## src/rtl/uart_pkg.sv

```systemverilog
// uart_pkg: shared types and constants for the UART byte receiver.
//   state_e              receiver FSM states (PARITY present only when
//                        UART_RX_PARITY_EN is defined)
//   DEFAULT_CLKS_PER_BIT clk cycles per serial bit (25 MHz / 115200)
//   DATA_BITS            payload bits per frame
package uart_pkg;

  localparam int unsigned DEFAULT_CLKS_PER_BIT = 217;
  localparam int unsigned DATA_BITS            = 8;

  typedef enum logic [2:0] {
    IDLE,
    START,
    DATA,
`ifdef UART_RX_PARITY_EN
    PARITY,
`endif
    STOP,
    WAIT_IDLE
  } state_e;

endpackage

```

## src/rtl/sync2.sv

```systemverilog
// sync2: two-flop synchronizer for a single asynchronous bit.
//   clk, rst  system clock, asynchronous active-high reset
//   d_i       asynchronous input
//   q_o       synchronized output (2-cycle latency)
// RESET_VAL sets the value both flops take in reset.
module sync2 #(
  parameter logic RESET_VAL = 1'b1
) (
  input  logic clk,
  input  logic rst,
  input  logic d_i,
  output logic q_o
);

  logic meta_q;
  logic sync_q;

  always_ff @(posedge clk or posedge rst) begin
    if (rst) begin
      meta_q <= RESET_VAL;
      sync_q <= RESET_VAL;
    end else begin
      meta_q <= d_i;
      sync_q <= meta_q;
    end
  end

  assign q_o = sync_q;

endmodule

```

## src/rtl/uart_byte_rx.sv

```systemverilog
// uart_byte_rx: 8N1 UART byte receiver with mid-bit sampling.
//   clk        system clock, all logic on posedge
//   rst        asynchronous active-high reset
//   rx         asynchronous serial line, idle high
//   data       last correctly framed byte
//   valid      one-cycle pulse, data updated this cycle
//   frame_err  one-cycle pulse, stop bit sampled low
//   busy       high whenever the receiver is not IDLE
//   parity_err one-cycle pulse on even-parity mismatch (UART_RX_PARITY_EN only)
// Build option: define UART_RX_PARITY_EN for 8E1 frames with a PARITY state.
module uart_byte_rx
  import uart_pkg::*;
#(
  parameter int unsigned CLKS_PER_BIT = DEFAULT_CLKS_PER_BIT
) (
  input  logic       clk,
  input  logic       rst,
  input  logic       rx,
  output logic [7:0] data,
  output logic       valid,
  output logic       frame_err,
`ifdef UART_RX_PARITY_EN
  output logic       parity_err,
`endif
  output logic       busy
);

  localparam int unsigned TW = $clog2(CLKS_PER_BIT);
  localparam int unsigned BW = $clog2(DATA_BITS);
  localparam logic [TW-1:0] T_HALF   = TW'((CLKS_PER_BIT - 1) / 2);
  localparam logic [TW-1:0] T_LAST   = TW'(CLKS_PER_BIT - 1);
  localparam logic [BW-1:0] BIT_LAST = BW'(DATA_BITS - 1);

  logic rxs;

  sync2 #(.RESET_VAL(1'b1)) u_sync (
    .clk (clk),
    .rst (rst),
    .d_i (rx),
    .q_o (rxs)
  );

  state_e         state_q, state_d;
  logic [TW-1:0]  timer_q, timer_d;
  logic [BW-1:0]  bit_q, bit_d;
  logic [7:0]     shift_q, shift_d;
  logic [7:0]     data_q, data_d;
  logic           valid_q, valid_d;
  logic           ferr_q, ferr_d;
`ifdef UART_RX_PARITY_EN
  logic           perr_q, perr_d;
  logic           pbad_q, pbad_d;
`endif

  always_ff @(posedge clk or posedge rst) begin
    if (rst) begin
      state_q <= IDLE;
      timer_q <= '0;
      bit_q   <= '0;
      shift_q <= '0;
      data_q  <= '0;
      valid_q <= 1'b0;
      ferr_q  <= 1'b0;
`ifdef UART_RX_PARITY_EN
      perr_q  <= 1'b0;
      pbad_q  <= 1'b0;
`endif
    end else begin
      state_q <= state_d;
      timer_q <= timer_d;
      bit_q   <= bit_d;
      shift_q <= shift_d;
      data_q  <= data_d;
      valid_q <= valid_d;
      ferr_q  <= ferr_d;
`ifdef UART_RX_PARITY_EN
      perr_q  <= perr_d;
      pbad_q  <= pbad_d;
`endif
    end
  end

  always_comb begin
    state_d = state_q;
    timer_d = timer_q;
    bit_d   = bit_q;
    shift_d = shift_q;
    data_d  = data_q;
    valid_d = 1'b0;
    ferr_d  = 1'b0;
`ifdef UART_RX_PARITY_EN
    perr_d  = 1'b0;
    pbad_d  = pbad_q;
`endif
    unique case (state_q)
      IDLE: begin
        if (!rxs) begin
          state_d = START;
          timer_d = '0;
        end
      end
      START: begin
        // Mid-start-bit check rejects glitches shorter than half a bit.
        if (timer_q == T_HALF) begin
          timer_d = '0;
          bit_d   = '0;
          state_d = rxs ? IDLE : DATA;
        end else begin
          timer_d = timer_q + TW'(1);
        end
      end
      DATA: begin
        if (timer_q == T_LAST) begin
          timer_d = '0;
          shift_d = {rxs, shift_q[7:1]};
          if (bit_q == BIT_LAST) begin
`ifdef UART_RX_PARITY_EN
            state_d = PARITY;
`else
            state_d = STOP;
`endif
          end else begin
            bit_d = bit_q + BW'(1);
          end
        end else begin
          timer_d = timer_q + TW'(1);
        end
      end
`ifdef UART_RX_PARITY_EN
      PARITY: begin
        if (timer_q == T_LAST) begin
          timer_d = '0;
          pbad_d  = (^shift_q) ^ rxs;
          state_d = STOP;
        end else begin
          timer_d = timer_q + TW'(1);
        end
      end
`endif
      STOP: begin
        // Leaving at mid-stop-bit keeps a following start edge inside the
        // next START sampling window.
        if (timer_q == T_LAST) begin
          timer_d = '0;
          if (rxs) begin
            state_d = IDLE;
`ifdef UART_RX_PARITY_EN
            if (pbad_q) begin
              perr_d = 1'b1;
            end else begin
              data_d  = shift_q;
              valid_d = 1'b1;
            end
`else
            data_d  = shift_q;
            valid_d = 1'b1;
`endif
          end else begin
            ferr_d  = 1'b1;
            state_d = WAIT_IDLE;
          end
        end else begin
          timer_d = timer_q + TW'(1);
        end
      end
      WAIT_IDLE: begin
        if (rxs) begin
          state_d = IDLE;
        end
      end
      default: begin
        state_d = IDLE;
        timer_d = '0;
      end
    endcase
  end

  assign data      = data_q;
  assign valid     = valid_q;
  assign frame_err = ferr_q;
  assign busy      = (state_q != IDLE);
`ifdef UART_RX_PARITY_EN
  assign parity_err = perr_q;
`endif

endmodule

```

## config.mk

```make
export PLATFORM = sky130hd
export DESIGN_NAME = uart_byte_rx
export DESIGN_NICKNAME = d
export VERILOG_FILES = /design/src/rtl/uart_pkg.sv /design/src/rtl/sync2.sv /design/src/rtl/uart_byte_rx.sv
export SDC_FILE = /design/constraint.sdc
export NUM_CORES = 1
export LEC_CHECK = 0
export CAP_MARGIN = 30
export CORE_ASPECT_RATIO = 1.1
export CORE_MARGIN = 1.5
export CORE_UTILIZATION = 59
export CTS_BUF_LIST = sky130_fd_sc_hd__clkbuf_4 sky130_fd_sc_hd__clkbuf_8
export CTS_CLUSTER_SIZE = 8
export DETAILED_ROUTE_END_ITERATION = 7
export GPL_ROUTABILITY_DRIVEN = 0
export GPL_TIMING_DRIVEN = 0
export PLACE_DENSITY = 0.92
export SETUP_SLACK_MARGIN = 0.4
export SLEW_MARGIN = 0
export SYNTH_ARGS = -nofsm -noshare
export SYNTH_HDL_FRONTEND = slang
export SYNTH_SLANG_ARGS = --single-unit
```

## constraint.sdc

```tcl
create_clock -name clk -period 2.3 [get_ports clk]
set_clock_uncertainty 0.15 [all_clocks]
set_input_delay 0.345 -clock clk [delete_from_list [all_inputs] [get_ports clk]]
set_output_delay 0.345 -clock clk [all_outputs]
set_load 0.02 [all_outputs]
```

==> flow_metrics.py, run 1 <==
metrics = {
    "die": {
        "dieArea_um2": 3020,
        "start_util_pct": 63.1,
        "coreArea_um2": 2520,
        "dieHeight_um": 57.5,
        "num_io_pins": 14,
        "die_width_um": 52.5,
        "fp-row-count": 19,
    },
    "routing": {
        "via_count": 1371,
        "first_pass_iters": 5,
        "wl_mm": 4.72,
        "post_drt_via_cell_ratio": 6.66,
        "routedWlPerCell_um": 22.9,
        "drc_errors": 0,
        "drtIter0Drc": 120,
        "ant_nets": 0,
    },
    "timing": {
        "fin_crit_ns": 2.10,
        "setup_viol": 0,
        "fin_tns_setup_ns": 0,
        "rsz0062_at_grt": "yes",
        "fin_crit_sh_pct": 91.1,
        "fmax_ghz": 0.477,
        "worst_pin_slew_ns": 0.718,
        "drv_slew": 0,
        "slew_headroom_pct": 52.1,
        "finalWorstSetupSlack_ns": 0.205,
        "finalHoldViolations": 0,
    },
    "power_and_ir_drop": {
        "peakVddDrop_mv": 0.504,
        "clkPwrFrac_pct": 37.2,
        "internal_power_w": 0.000770,
        "fin_total_pwr_w": 0.000998,
        "comb_power_share_pct": 2.6,
        "p_switching_w": 0.000228,
        "power_density_nw_per_um2": 478,
        "p_leak_nw": 0.980,
        "pwr-share-seq_pct": 60.2,
        "netSwitchingFraction_pct": 22.9,
    },
    "clocking": {
        "cts_tree": "built",
        "cts-root-buf": "clkbuf_4",
        "cts_buffer_depth": 2,
        "cts_buffers": 5,
        "clock_sink_count": 34,
        "clkLatencyLatePin_ns": 0.35,
        "ctsHoldBuffers": 0,
        "ctsHtreeMaxLevel": 2,
        "clkTransAtPathRegs_ns": 0.11,
    },
    "synthesis": {
        "avgSynthCellArea_um2": 11.5,
        "synth-seq-cells": 34,
        "synth_edf_count": 0,
        "synth_area_leaders": "dfrtp_1 (50%), mux2_2 (11%), nand2_1 (3.5%)",
        "yosys.cell_types.count": 42,
        "synthTopCellsByCount": "dfrtp_1 (32), mux2_2 (16), nand2_1 (15), o21ai_0 (8), nor2_1 (7)",
        "synth_async_sr_flop_share_pct": 100,
        "synth_fp_nets": 145,
        "synth_top_area_share_pct": 50.4,
        "synth_area_um2": 1590,
        "synth_top_area_cell": "dfrtp_1",
        "synth.most_common_cell": "dfrtp_1",
        "yosys_warnings": 0,
        "yosysSeqAreaShare_pct": 53.7,
        "syn_inst": 138,
        "synth_flop_cell": "dfrtp_1",
    },
    "grt": {
        "track_usage_pct": 28.3,
        "antenna_found_initial": 0,
        "grt_pass1_wl_mm": 5.91,
        "grt-ovfl-total": 0,
        "grt_max_degree": 19,
        "first_global_vias": 1219,
    },
    "worst_setup_path": {
        "start_kind": "flip-flop",
        "crit_type": "reg -> reg",
        "cp.required_ns": 2.38,
        "crit_path_end_kind": "flip-flop",
        "cp.arrival_ns": 2.18,
        "cp_max_fo": 5,
    },
    "final_layout": {
        "area_delta_synth_final_pct": 31.2,
        "final_area_um2": 2090,
        "antennaDiodeCount": 0,
        "fin_nets": 181,
        "drive_above_1_share_pct": 36.0,
        "fillCellCount": 118,
    },
    "placed_design": {
        "pre_cts_slack_ns": 0.108,
        "place_area_um2": 1790,
        "hpwl_mm": 2.14,
        "port_buffers": 13,
    },
    "worst_hold_path": {
        "hold_class": "reg -> reg",
    },
    "run": {
        "cap_violations": 0,
    },
    "outcome": {
        "status": "finished clean",
    },
}
-- cell usage in the layout, fill, tap and decap left out, types with 2 or more instances in the layout --
cell              n
buf_4            11
o31a_1            2
mux2_4            2
nor2_1            6
clkbuf_2          2
o21ai_1           3
inv_1             5
a21oi_1           2
nand4_4           2
dfstp_2           2
clkdlybuf4s50_1  12
o211ai_1          4
o21ai_0           3
buf_6             7
nor3b_1           2
dfrtp_1          31
clkbuf_4          6
nand3_1           3
a22o_1            2
ha_1              4
mux2_2           14
nand2_1          15
o21ai_2           2
-- area by class of cell --
cell class | count | area (um^2) | share of cell area (%)
plain buffers | 6 | 47.5 | 2.28
clock buffers | 7 | 58.8 | 2.82
clock inverters | 1 | 5.00 | 0.240
inverters | 5 | 18.8 | 0.900
multi-input cells | 94 | 787 | 37.7
flip-flops and latches | 34 | 855 | 41.0
well taps | 31 | 38.8 | 1.86
repair buffers | 28 | 275 | 13.2
-- through the flow --
step / hold WS, ns / utilization (%) / instances
floorplan: 0.195 / - / 138
global placement: 0.196 / 70.0 / 182
detailed placement: 0.199 / 71.1 / 183
CTS: 0.213 / 76.7 / 197
global route: 0.219 / 82.8 / 206
finish: 0.212 / 82.8 / 206
-- metal layers --
metal	share of wire (%)	up-vias	GRT usage, %
met4	5.0	0	17.2
met5	0	-	0
met3	9.8	28	9.42
li1	-	575	-
met2	48	112	43.8
met1	37	656	34.0
-- kinds of logic (layout without fill, tap and decap cells) --
kind of cell               count (synthesis)  after routing  synth area share (%)
buffers and inverters                     11             47                  3.15
muxes                                     17             17                  12.0
and+or+nand+nor                           45             46                  16.5
DFF                                       34             34                  53.7
adders and majority gates                  4              4                  3.15
AOI/OAI and AO/OA                         27             27                  11.5
-- sequential cells by signal, summed over array words and instances (netlist names) --
name / flops
shift_q: 8
state_q: 3
bit_q: 3
u_sync.meta_q: 1
frame_err: 1
data: 8
u_sync.q_o: 1
valid: 1
timer_q: 8
-- worst max-delay path, stage by stage, from the launching register on --
cell	delay [ns]
dfrtp_1	0.42
inv_1	0.07
ha_1	0.17
nand4b_1	0.17
buf_4	0.19
nor3_4	0.20
buf_6	0.16
nand4_4	0.13
mux2_2	0.33
-- final timing paths --
path / start / end / cells after the start / slack [ns]
max: timer_q[1]$_DFFE_PP0P_ / data[6]$_DFFE_PP0P_ / 8 / 0.20
min: u_sync.meta_q$_DFF_PP1_ / u_sync.q_o$_DFF_PP1_ / 0 / 0.21
max reg2reg: timer_q[1]$_DFFE_PP0P_ / data[6]$_DFFE_PP0P_ / 8 / 0.20
min reg2reg: u_sync.meta_q$_DFF_PP1_ / u_sync.q_o$_DFF_PP1_ / 0 / 0.21
max in group asynchronous: rst / timer_q[5]$_DFFE_PP0P_ / 3 / 1.21
min in group asynchronous: rst / data[5]$_DFFE_PP0P_ / 2 / 0.25
-- repair_timing --
action                     4_1_cts  5_1_grt
pin swaps                        5        5
resized for setup               14       28
setup buffers                    6        7
setup endpoints to repair       32       31
gates cloned                     0        2
-- power by group through the flow --
stage / clock (W) / combinational (W) / sequential [W]
after floorplan: 0 / 0.0000114 / 0.000612
after global placement: 0 / 0.0000176 / 0.000613
after detailed placement: 0 / 0.0000245 / 0.000613
after CTS: 0.000361 / 0.0000252 / 0.000601
after global routing: 0.000392 / 0.0000297 / 0.000601
final: 0.000371 / 0.0000258 / 0.000601
No activity file was read; power rests on OpenSTA's default activity.
==> run 2: changes to the inputs <==
- SKIP_LAST_GASP: default -> 1
- SLEW_MARGIN: 0 -> 20
==> flow_metrics.py, run 2 (same netlist as run 1, synthesis figures left out) <==
metrics = {
    "outcome": {
        "status": "finished clean",
    },
    "final_layout": {
        "area_delta_synth_final_pct": 31.4,
        "fin_util_pct": 82.9,
        "drive_above_1_share_pct": 38.2,
        "final_common_cell": "dfrtp_1",
        "fillCellCount": 114,
        "final_cell_mix": "dfrtp_1 (32), nand2_1 (15), buf_4 (12), clkdlybuf4s50_1 (11)",
        "antennaDiodeCount": 0,
        "fin_nets": 179,
    },
    "clocking": {
        "clock_sink_count": 34,
        "cts_buffer_depth": 2,
        "clkTransAtPathRegs_ns": 0.12,
        "ctsHtreeMaxLevel": 2,
        "cts_tree": "built",
        "cts_buffers": 5,
        "ctsHoldBuffers": 0,
        "clkLatencyLatePin_ns": 0.36,
        "cts-root-buf": "clkbuf_4",
    },
    "run": {
        "cap_violations": 0,
    },
    "routing": {
        "via_count": 1376,
        "first_pass_iters": 4,
        "routedWlPerCell_um": 22.3,
        "drtIter0Drc": 76,
        "post_drt_via_cell_ratio": 6.75,
        "wl_mm": 4.54,
        "drc_errors": 0,
        "ant_nets": 0,
    },
    "timing": {
        "setup_viol": 0,
        "drv_slew": 0,
        "finalWorstSetupSlack_ns": 0.106,
        "rsz0062_at_grt": "yes",
        "fin_tns_setup_ns": 0,
        "fmax_ghz": 0.456,
        "worst_pin_slew_ns": 0.690,
        "fin_crit_sh_pct": 95.4,
        "finalHoldViolations": 0,
        "slew_headroom_pct": 54.0,
        "timing.hold.ws_ns": 0.220,
        "fin_crit_ns": 2.19,
    },
    "die": {
        "dieArea_um2": 3020,
        "start_util_pct": 63.1,
        "die_width_um": 52.5,
        "coreArea_um2": 2520,
        "fp-row-count": 19,
        "num_io_pins": 14,
        "dieHeight_um": 57.5,
    },
    "worst_setup_path": {
        "cp_max_fo": 8,
        "start_kind": "flip-flop",
        "cp.required_ns": 2.38,
        "worstPathCellList": "inv_1 -> ha_2 -> nand4b_1 -> buf_4 -> nor4_4 -> buf_6 -> mux2_4",
        "slowest_delay_ns": 0.43,
        "cp.arrival_ns": 2.27,
        "crit_path_end_kind": "flip-flop",
        "crit_type": "reg -> reg",
        "crit_slowest_cell": "dfrtp_1",
    },
    "grt": {
        "grt_pass1_wl_mm": 6.55,
        "antenna_found_initial": 0,
        "first_global_vias": 1269,
        "grt-ovfl-total": 0,
        "track_usage_pct": 30.9,
        "grt_max_degree": 35,
    },
    "placed_design": {
        "hpwl_mm": 2.09,
        "pre_cts_slack_ns": 0.0966,
        "port_buffers": 13,
    },
    "power_and_ir_drop": {
        "p_leak_nw": 0.966,
        "power_density_nw_per_um2": 470,
        "peakVddDrop_mv": 0.656,
    },
    "worst_hold_path": {
        "hold_class": "reg -> reg",
    },
}
run 2: changes by cell type in the layout (fill, tap and decap cells not counted), sizes merged:
| cell | change |
|---|---|
| buf | -3 |
| clkdlybuf4s50 | -1 |
| clkinvlp | +1 |
| dlymetal6s2s | +1 |
run 2: worst max-delay path, delay by kind of cell (launching register included):
family,cells,cell delay [ns]
fa+ha+maj,1,0.19
buf+inv,3,0.53
flops,1,0.43
mux,1,0.32
simple gates,2,0.44
run 2: final timing paths:
| check | from | cells past startpoint | slack [ns] | end |
|---|---|---|---|---|
| setup / recovery | timer_q[0]$_DFFE_PP0P_ | 7 | 0.11 | shift_q[6]$_DFFE_PP0P_ |
| hold / removal | u_sync.meta_q$_DFF_PP1_ | 0 | 0.22 | u_sync.q_o$_DFF_PP1_ |
| setup reg to reg | timer_q[0]$_DFFE_PP0P_ | 7 | 0.11 | shift_q[6]$_DFFE_PP0P_ |
| hold reg to reg | u_sync.meta_q$_DFF_PP1_ | 0 | 0.22 | u_sync.q_o$_DFF_PP1_ |
| max in group asynchronous | rst | 2 | 1.25 | data[2]$_DFFE_PP0P_ |
| min in group asynchronous | rst | 2 | 0.28 | timer_q[7]$_DFFE_PP0P_ |
run 2: what timing repair did:
item                                   in CTS  in global routing
pin swaps                                   6                  3
endpoints found under the hold margin       0                  0
gates cloned                                0                  2
setup endpoints to repair                  32                 32
resized for setup                          24                 27
buffers inserted                            5                  7
run 2: power breakdown:
part | total (W) | internal (W) | switching, W
combinational | 0.0000205 | 0.00000438 | 0.0000161
clock | 0.000361 | 0.000147 | 0.000214
sequential | 0.000602 | 0.000601 | 0.000000966
total | 0.000983 | 0.000752 | 0.000231
run 2: final cells by class:
cell class	instances	area, um^2	area share, %
repair buffers	26	233	11.1
clock inverters	2	12.5	0.599
multi-input cells	94	833	39.9
flip-flops and latches	34	853	40.8
well taps	31	38.8	1.86
inverters	5	18.8	0.898
clock buffers	6	51.3	2.46
plain buffers	6	48.8	2.34
run 2: metal layers:
layer	wire, um	vias up	global-route usage, %
li1	-	569	-
met1	1620	680	37.3
met2	2250	100	48.0
met3	414	27	9.16
met4	261	0	19.4
met5	0	-	0
run 2: metrics by stage:
step	area [um^2]	power [W]	cells
after detailed placement	1760	0.000631	182
after global routing	2090	0.00100	204
final	2090	0.000983	204
after global placement	1760	0.000630	182
after CTS	1940	0.000980	195
after floorplan	1600	0.000624	138
==> run 3: changes to the inputs <==
- GPL_ROUTABILITY_DRIVEN: 0 -> default
==> results of run 3 <==
No change in the layout: final DEF, timing and power equal those of run 2.
